**config.mk**
```make
export PLATFORM = sky130hd
export DESIGN_NAME = fetch_unit_flat
export DESIGN_NICKNAME = d
export VERILOG_FILES = /design/src/rtl/fetch_unit_if.sv /design/src/rtl/fetch_unit.sv /design/src/flat_wrapper.sv
export SDC_FILE = /design/constraint.sdc
export NUM_CORES = 1
export LEC_CHECK = 0
export CORE_MARGIN = 3
export CORE_UTILIZATION = 38
export CTS_BUF_LIST = sky130_fd_sc_hd__clkbuf_16
export CTS_CLUSTER_DIAMETER = 60
export DETAILED_ROUTE_END_ITERATION = 6
export PLACE_DENSITY_LB_ADDON = 0.2
export SETUP_SLACK_MARGIN = 0.02
export SLEW_MARGIN = 20
export SYNTH_ARGS = -nofsm -noshare
export SYNTH_HDL_FRONTEND = slang
export SYNTH_SLANG_ARGS = --single-unit
```
**constraint.sdc**
```tcl
create_clock -name clk -period 4.7 [get_ports clk]
set_clock_uncertainty 0.2 [all_clocks]
set_input_delay 0.94 -clock clk [delete_from_list [all_inputs] [get_ports clk]]
set_output_delay 0.94 -clock clk [all_outputs]
set_load 0.005 [all_outputs]
```
**src/rtl/fetch_unit_if.sv**
```systemverilog
// Fetch unit bus bundle: instruction memory port,
// redirect request and decode-side valid/ready handshake.
interface fetch_unit_if;
  logic [31:0] imem_addr;
  logic [31:0] imem_rd;
  logic        redirect_valid;
  logic [31:0] redirect_pc;
  logic        instr_valid;
  logic        instr_ready;
  logic [31:0] instr;
  logic [31:0] instr_pc;
  logic [31:0] instr_pc_plus4;

  modport master (
    output imem_addr,
    input  imem_rd,
    input  redirect_valid,
    input  redirect_pc,
    output instr_valid,
    input  instr_ready,
    output instr,
    output instr_pc,
    output instr_pc_plus4
  );

  modport slave (
    input  imem_addr,
    output imem_rd,
    output redirect_valid,
    output redirect_pc,
    input  instr_valid,
    output instr_ready,
    input  instr,
    input  instr_pc,
    input  instr_pc_plus4
  );
endinterface

```
**src/rtl/fetch_unit.sv**
```systemverilog
// Instruction fetch: word-aligned PC feeding a 2-entry
// {pc, instr} buffer toward decode, with redirect flush.
module fetch_unit #(
  parameter logic [31:0] RESET_PC = 32'h0000_0000
) (
  input  logic         clk,
  input  logic         rst,
  fetch_unit_if.master bus
);

  localparam logic [31:0] RST_PC = {RESET_PC[31:2], 2'b00};

  logic [31:0] pc_q, pc_d;
  logic [1:0]  cnt_q, cnt_d;
  logic [31:0] pc0_q, pc0_d;
  logic [31:0] pc1_q, pc1_d;
  logic [31:0] ins0_q, ins0_d;
  logic [31:0] ins1_q, ins1_d;
  logic        pop;
  logic        push;
  logic        slot1;

  // Handshake decode: pop on accept, push whenever a slot frees up.
  always_comb begin
    pop   = (cnt_q != 2'd0) && bus.instr_ready;
    push  = !bus.redirect_valid && ((cnt_q != 2'd2) || pop);
    slot1 = (cnt_q - {1'b0, pop}) == 2'd1;
  end

  // Next state: redirect flushes; otherwise shift on pop, write tail on push.
  always_comb begin
    pc_d   = pc_q;
    cnt_d  = cnt_q;
    pc0_d  = pc0_q;
    pc1_d  = pc1_q;
    ins0_d = ins0_q;
    ins1_d = ins1_q;
    if (bus.redirect_valid) begin
      cnt_d = 2'd0;
      pc_d  = {bus.redirect_pc[31:2], 2'b00};
    end else begin
      if (pop) begin
        pc0_d  = pc1_q;
        ins0_d = ins1_q;
      end
      if (push) begin
        if (slot1) begin
          pc1_d  = pc_q;
          ins1_d = bus.imem_rd;
        end else begin
          pc0_d  = pc_q;
          ins0_d = bus.imem_rd;
        end
        pc_d = pc_q + 32'd4;
      end
      cnt_d = cnt_q + {1'b0, push} - {1'b0, pop};
    end
  end

  // State registers, cleared immediately on reset.
  always_ff @(posedge clk or negedge rst) begin
    if (!rst) begin
      pc_q   <= RST_PC;
      cnt_q  <= 2'd0;
      pc0_q  <= 32'd0;
      pc1_q  <= 32'd0;
      ins0_q <= 32'd0;
      ins1_q <= 32'd0;
    end else begin
      pc_q   <= pc_d;
      cnt_q  <= cnt_d;
      pc0_q  <= pc0_d;
      pc1_q  <= pc1_d;
      ins0_q <= ins0_d;
      ins1_q <= ins1_d;
    end
  end

  // Outputs come straight from the PC and the head entry.
  always_comb begin
    bus.imem_addr      = pc_q;
    bus.instr_valid    = cnt_q != 2'd0;
    bus.instr          = ins0_q;
    bus.instr_pc       = pc0_q;
    bus.instr_pc_plus4 = pc0_q + 32'd4;
  end

endmodule

```
**src/flat_wrapper.sv**
```systemverilog
// flat-port wrapper written by rule: the top's interface ports become plain ports
module fetch_unit_flat 
#(
  parameter logic [31:0] RESET_PC = 32'h0000_0000
)
  (clk, rst, bus_imem_addr, bus_imem_rd, bus_redirect_valid, bus_redirect_pc, bus_instr_valid, bus_instr_ready, bus_instr, bus_instr_pc, bus_instr_pc_plus4);
  fetch_unit_if bus_i ();
  input  logic clk;
  input  logic rst;
  output wire logic [$bits(bus_i.imem_addr)-1:0] bus_imem_addr;
  input wire logic [$bits(bus_i.imem_rd)-1:0] bus_imem_rd;
  input wire logic [$bits(bus_i.redirect_valid)-1:0] bus_redirect_valid;
  input wire logic [$bits(bus_i.redirect_pc)-1:0] bus_redirect_pc;
  output wire logic [$bits(bus_i.instr_valid)-1:0] bus_instr_valid;
  input wire logic [$bits(bus_i.instr_ready)-1:0] bus_instr_ready;
  output wire logic [$bits(bus_i.instr)-1:0] bus_instr;
  output wire logic [$bits(bus_i.instr_pc)-1:0] bus_instr_pc;
  output wire logic [$bits(bus_i.instr_pc_plus4)-1:0] bus_instr_pc_plus4;
  assign bus_imem_addr = bus_i.imem_addr;
  assign bus_i.imem_rd = bus_imem_rd;
  assign bus_i.redirect_valid = bus_redirect_valid;
  assign bus_i.redirect_pc = bus_redirect_pc;
  assign bus_instr_valid = bus_i.instr_valid;
  assign bus_i.instr_ready = bus_instr_ready;
  assign bus_instr = bus_i.instr;
  assign bus_instr_pc = bus_i.instr_pc;
  assign bus_instr_pc_plus4 = bus_i.instr_pc_plus4;
  fetch_unit #(.RESET_PC(RESET_PC)) u_core (.clk(clk), .rst(rst), .bus(bus_i));
endmodule
```
# == Word level (Yosys, flattened, before mapping) ==
# Index checks and enable logic that the tools add are counted.
# totals
output_inout_bits,129
regBits,162
elab_cells,30
# op_classes
add_sub_neg,5
muxes,9
n_reduce_logical,7
n_bitwise,1
eq_ne,2
# ops
op,n
2-to-1 mux 32 bit,8
adder 32 x 3 -> 32 bit (second input constant),2
nonzero test 2 bit,2
subtractor 2 x 1 -> 2 bit,2
AND reduction 3 bit,1
adder 2 x 1 -> 2 bit,1
== test 2 x 1 -> 1 bit (second input constant),1
logical AND 1 bit,2
2-to-1 mux 2 bit,1
!= test 2 bit (second input constant),1
logical NOT 1 bit,1
logical OR 1 bit,1
inverter 1 bit,1

# == Longest topological paths before layout ==
# depth
word_depth,7
ltp_mapped,6
mapped_depth_nobuf,6

# == Worst setup path after synthesis ==
# OpenSTA, ideal clock, no wires.
# synth_path
kind,register to output
from,"reg u_core.pc0_q[2], in the netlist u_core.bus.instr_pc[2]"
to,out bus_instr_pc_plus4[22]
setup_slack_ns,1.828
stages_incl_launch_ff,6
arrival_ns,1.732
t_required_ns,3.560
path_cell_list,dfrtp_1 ha_1 and4_1 nor4b_2 nand4_1 xnor2_1
# synth_between
elab_chain_len,1
# synth_rtl
element,line,text
from (decl),fetch_unit.sv:15,"logic [31:0] pc0_q, pc0_d;"
from (signal assigned),fetch_unit.sv:72,pc0_q <= pc0_d;
adder 32 x 3 -> 32 bit,fetch_unit.sv:85,bus.instr_pc_plus4 = pc0_q + 32'd4;
to (decl),flat_wrapper.sv:18,output wire logic [$bits(bus_i.instr_pc_plus4)-1:0] bus_instr_pc_plus4;
# No other way between the ends.

# == Worst setup path after layout ==
# layout_path
from,"reg u_core.pc0_q[7], in the netlist u_core.bus.instr_pc[7]"
to,out bus_instr_pc_plus4[25]
# Same word-level chain as after synthesis.

==> summary.txt <==
Simple-Gate Fraction of Synth Area = 14.9%
Final clock period utilization by the worst path = 86.1%
Vias post-DR = 6,085
Sequential share of the synthesized area = 50.9%
Pins Over Slew Limit = 0
Type of the worst setup path = register to primary output
TritonCTS Buffers = 17
PortBufs = 192
Worst-margin pin slew = 0.906 ns
Syn-to-layout area delta = 35.3%
Via density = 5.19
Number of diodes added for antenna fixing = 0
DRC Markers = 0
Layout cell share with drive strength beyond 1 = 12.7%
Xor and xnor fraction of the mapped netlist area = 4.28%
Post-synthesis compound-gate area fraction = 8.44%
Mux contribution to synthesized area = 17.1%
Global placement routability congestion = 0.773
Hold-fix buffers at CTS = 0
Chip height = 149 um
Post-Syn Area = 7770 um2
Timing startpoint of the critical path = u_core.bus.instr_pc[7]
Reg2Reg Launch Point = u_core.bus.imem_addr[2]
Drt total wl = 20.2 mm
Die Outline Area = 22,200 um2
FF+latch count, synth = 158
Required time of the critical path = 3.56 ns
Highest fanout seen on the critical path = 8
Number of global-route vias before repair = 6,005
Drt first-iter violations = 327
Number of unique standard cell types used by synthesis = 47
Post-Syn Instances = 718
Number of antenna violations at the first check in global routing = 0
Clock-pin transition on the worst setup and hold timing paths = 0.06 ns
Worst-case headroom to the max-slew limit = 39.0%
Power per standard cell area = 422 nW/um2
Area of the placeable core = 19,800 um2
H-tree depth = 4
Yosys Warn Count = 0
Buffers inserted by post-CTS timing repair = 0
Total grt overflow = 0
Longest Clk Path Bufs = 2
First-pass GRT wire length = 32.7 mm
Unrepaired setup endpoints after global routing = false
Synthesized area per cell = 10.8 um2
Filler cells = 1,804
Number of antenna-violating nets in the routed design = 0
Outcome = complete, no violations
Kind of start point of the critical path = register
Hold Slack = 0.297 ns
Clock tree from TritonCTS = yes
Clock sink count = 158
Maximum clock rate = 247 MHz
Capturing element type of the critical path = primary output
Lkg Pwr = 4.09 nW
Die W = 149 um
WP data arrival = 2.91 ns
Resized Gates After CTS = 0
Final setup viols = 0
Final Hold Vio Count = 0
Per-cell routed wire length = 17.2 um
Accumulated negative setup slack = 0 ns
Combinational family with the most area after synthesis = multiplexers
Starting density of the core = 39.3%
Drt first pass iters = 4
EDFF count, synth = 0
Clock network latency to the later pin of the worst-skew pair = 0.42 ns
Post-layout nets = 965
Clock root cell = sky130_fd_sc_hd__clkbuf_16
Overall track demand over capacity in global routing = 18.5%
Classification of the worst-slack hold path = input port to async pin
Primary flip-flop cell chosen by synthesis mapping = sky130_fd_sc_hd__dfrtp_1
Min Tclk post-route = 4.05 ns
Fraction of the mapped netlist area in adder cells = 0.483%
Fraction of registers with async set or reset after synthesis = 100%
Placed wire-length estimate after detailed placement = 13.6 mm
Largest vdd supply drop = 247 uV
Max-cap check violation count = 0
Pin count of the biggest net entering global routing = 96
Number of ports placed on the die boundary = 197
Num rows = 51
## cell families (layout without fill, tap and decap cells)
family                     Yosys count  in the layout
other                                1              2
DFF                                158            158
and+or+nand+nor                    223            223
muxes                              125            125
buffers and inverters               56            244
xor gates and xnor gates            38             38
AOI/OAI and AO/OA                  114            114
adders and majority gates            3              3
## path summary, 6_finish.rpt
kind	slack (ns)	cells past startpoint	endpoint
worst min-delay path	0.30	1	u_core.ins1_q[4]
min in group clk	0.30	1	u_core.ins1_q[3]
worst min register to register	0.30	1	u_core.ins1_q[3]
worst max-delay path	0.65	5	bus_instr_pc_plus4[25]
max in group asynchronous	3.09	2	u_core.ins1_q[16]
worst max register to register	2.32	5	u_core.bus.imem_addr[30]
## power breakdown
group          internal (mW)  total [mW]  switching (mW)
Clock                  0.844        1.43           0.585
Sequential              1.68        1.96           0.279
Combinational          0.665        1.05           0.385
## per-stage QoR
stage | setup slack, ns | power [mW] | utilization (%) | cell area (um2) | cells
finish | 0.655 | 4.44 | 53.1 | 10500 | 1172
global route | 0.390 | 4.70 | 53.1 | 10500 | 1172
floorplan | 1.83 | 2.43 | - | 7770 | 719
CTS | 0.598 | 4.49 | 53.1 | 10500 | 1172
global placement | 1.09 | 3.02 | 50.0 | 9900 | 1140
detailed placement | 1.06 | 3.04 | 50.0 | 9900 | 1140
## layout by cell type (no fill, tap or decap), types with 2 or more instances in the layout
cell / Yosys / layout
sky130_fd_sc_hd__ha_1: 3 / 3
sky130_fd_sc_hd__and4_1: 10 / 10
sky130_fd_sc_hd__clkinv_4: 0 / 3
sky130_fd_sc_hd__or4_1: 14 / 14
sky130_fd_sc_hd__conb_1: 1 / 2
sky130_fd_sc_hd__nand4_1: 16 / 16
sky130_fd_sc_hd__o21ai_0: 14 / 14
sky130_fd_sc_hd__o31ai_1: 14 / 14
sky130_fd_sc_hd__a31oi_1: 19 / 19
sky130_fd_sc_hd__clkdlybuf4s50_1: 0 / 191
sky130_fd_sc_hd__o31a_1: 2 / 2
sky130_fd_sc_hd__bufinv_16: 0 / 3
sky130_fd_sc_hd__mux2_2: 61 / 61
sky130_fd_sc_hd__and3_4: 2 / 2
sky130_fd_sc_hd__and3_1: 5 / 5
sky130_fd_sc_hd__nor3_1: 7 / 6
sky130_fd_sc_hd__xor2_1: 17 / 17
sky130_fd_sc_hd__nor4_1: 6 / 6
sky130_fd_sc_hd__xnor2_1: 21 / 21
sky130_fd_sc_hd__inv_6: 0 / 4
sky130_fd_sc_hd__clkbuf_16: 0 / 17
sky130_fd_sc_hd__nand3_1: 23 / 22
sky130_fd_sc_hd__mux2i_1: 63 / 63
sky130_fd_sc_hd__inv_1: 11 / 11
sky130_fd_sc_hd__or3_1: 2 / 2
sky130_fd_sc_hd__and3b_1: 2 / 2
sky130_fd_sc_hd__dfrtp_1: 158 / 158
sky130_fd_sc_hd__nand2_1: 31 / 31
sky130_fd_sc_hd__buf_4: 4 / 4
sky130_fd_sc_hd__nor2_1: 89 / 89
sky130_fd_sc_hd__nand2b_1: 3 / 3
sky130_fd_sc_hd__clkinvlp_4: 0 / 4
sky130_fd_sc_hd__or2_2: 2 / 2
sky130_fd_sc_hd__a21oi_1: 62 / 62
sky130_fd_sc_hd__buf_12: 0 / 4
## layer usage
metal / share of wire (%) / wire length [um] / track usage [%] / up-vias
met4: 1.1 / 214 / 4.94 / 0
li1: - / - / - / 2921
met2: 47 / 9550 / 28.6 / 148
met5: 0 / 0 / 0 / -
met3: 5.7 / 1150 / 4.89 / 16
met1: 46 / 9270 / 25.9 / 3000
## flip-flops by register name (all words and copies together) (netlist names)
signal	cells
u_core.cnt_q	2
u_core.bus.instr_pc	32
u_core.bus.imem_addr	30
u_core.pc1_q	30
u_core.bus.instr	32
u_core.ins1_q	32
## worst max-delay path, cell delays in order, from the launching register on
cell,delay (ns)
sky130_fd_sc_hd__dfrtp_1,0.48
sky130_fd_sc_hd__nand4_1,0.21
sky130_fd_sc_hd__nor4_1,0.82
sky130_fd_sc_hd__nand4_1,0.23
sky130_fd_sc_hd__xnor2_1,0.22
sky130_fd_sc_hd__clkdlybuf4s50_1,0.54
## area by class of cell
class / instances / area, um2 / area share [%]
flip-flops and latches: 158 / 3950 / 37.6
multi-input cells: 505 / 3530 / 33.6
repair buffers: 200 / 2030 / 19.3
clock buffers: 17 / 425 / 4.05
well taps: 265 / 332 / 3.15
clock inverters: 15 / 186 / 1.77
inverters: 12 / 45.0 / 0.429
## Yosys cell counts, drive strengths merged, types with 17 or more instances
library cell | instances | area, um2
dfrtp | 158 | 3950
nor2 | 89 | 334
a21oi | 63 | 327
mux2i | 63 | 631
mux2 | 62 | 698
buf | 31 | 209
nand2 | 31 | 116
nand3 | 24 | 125
xnor2 | 21 | 184
a31oi | 19 | 119
nand4 | 17 | 121
xor2 | 17 | 149
(Power assumes the default switching activity.)
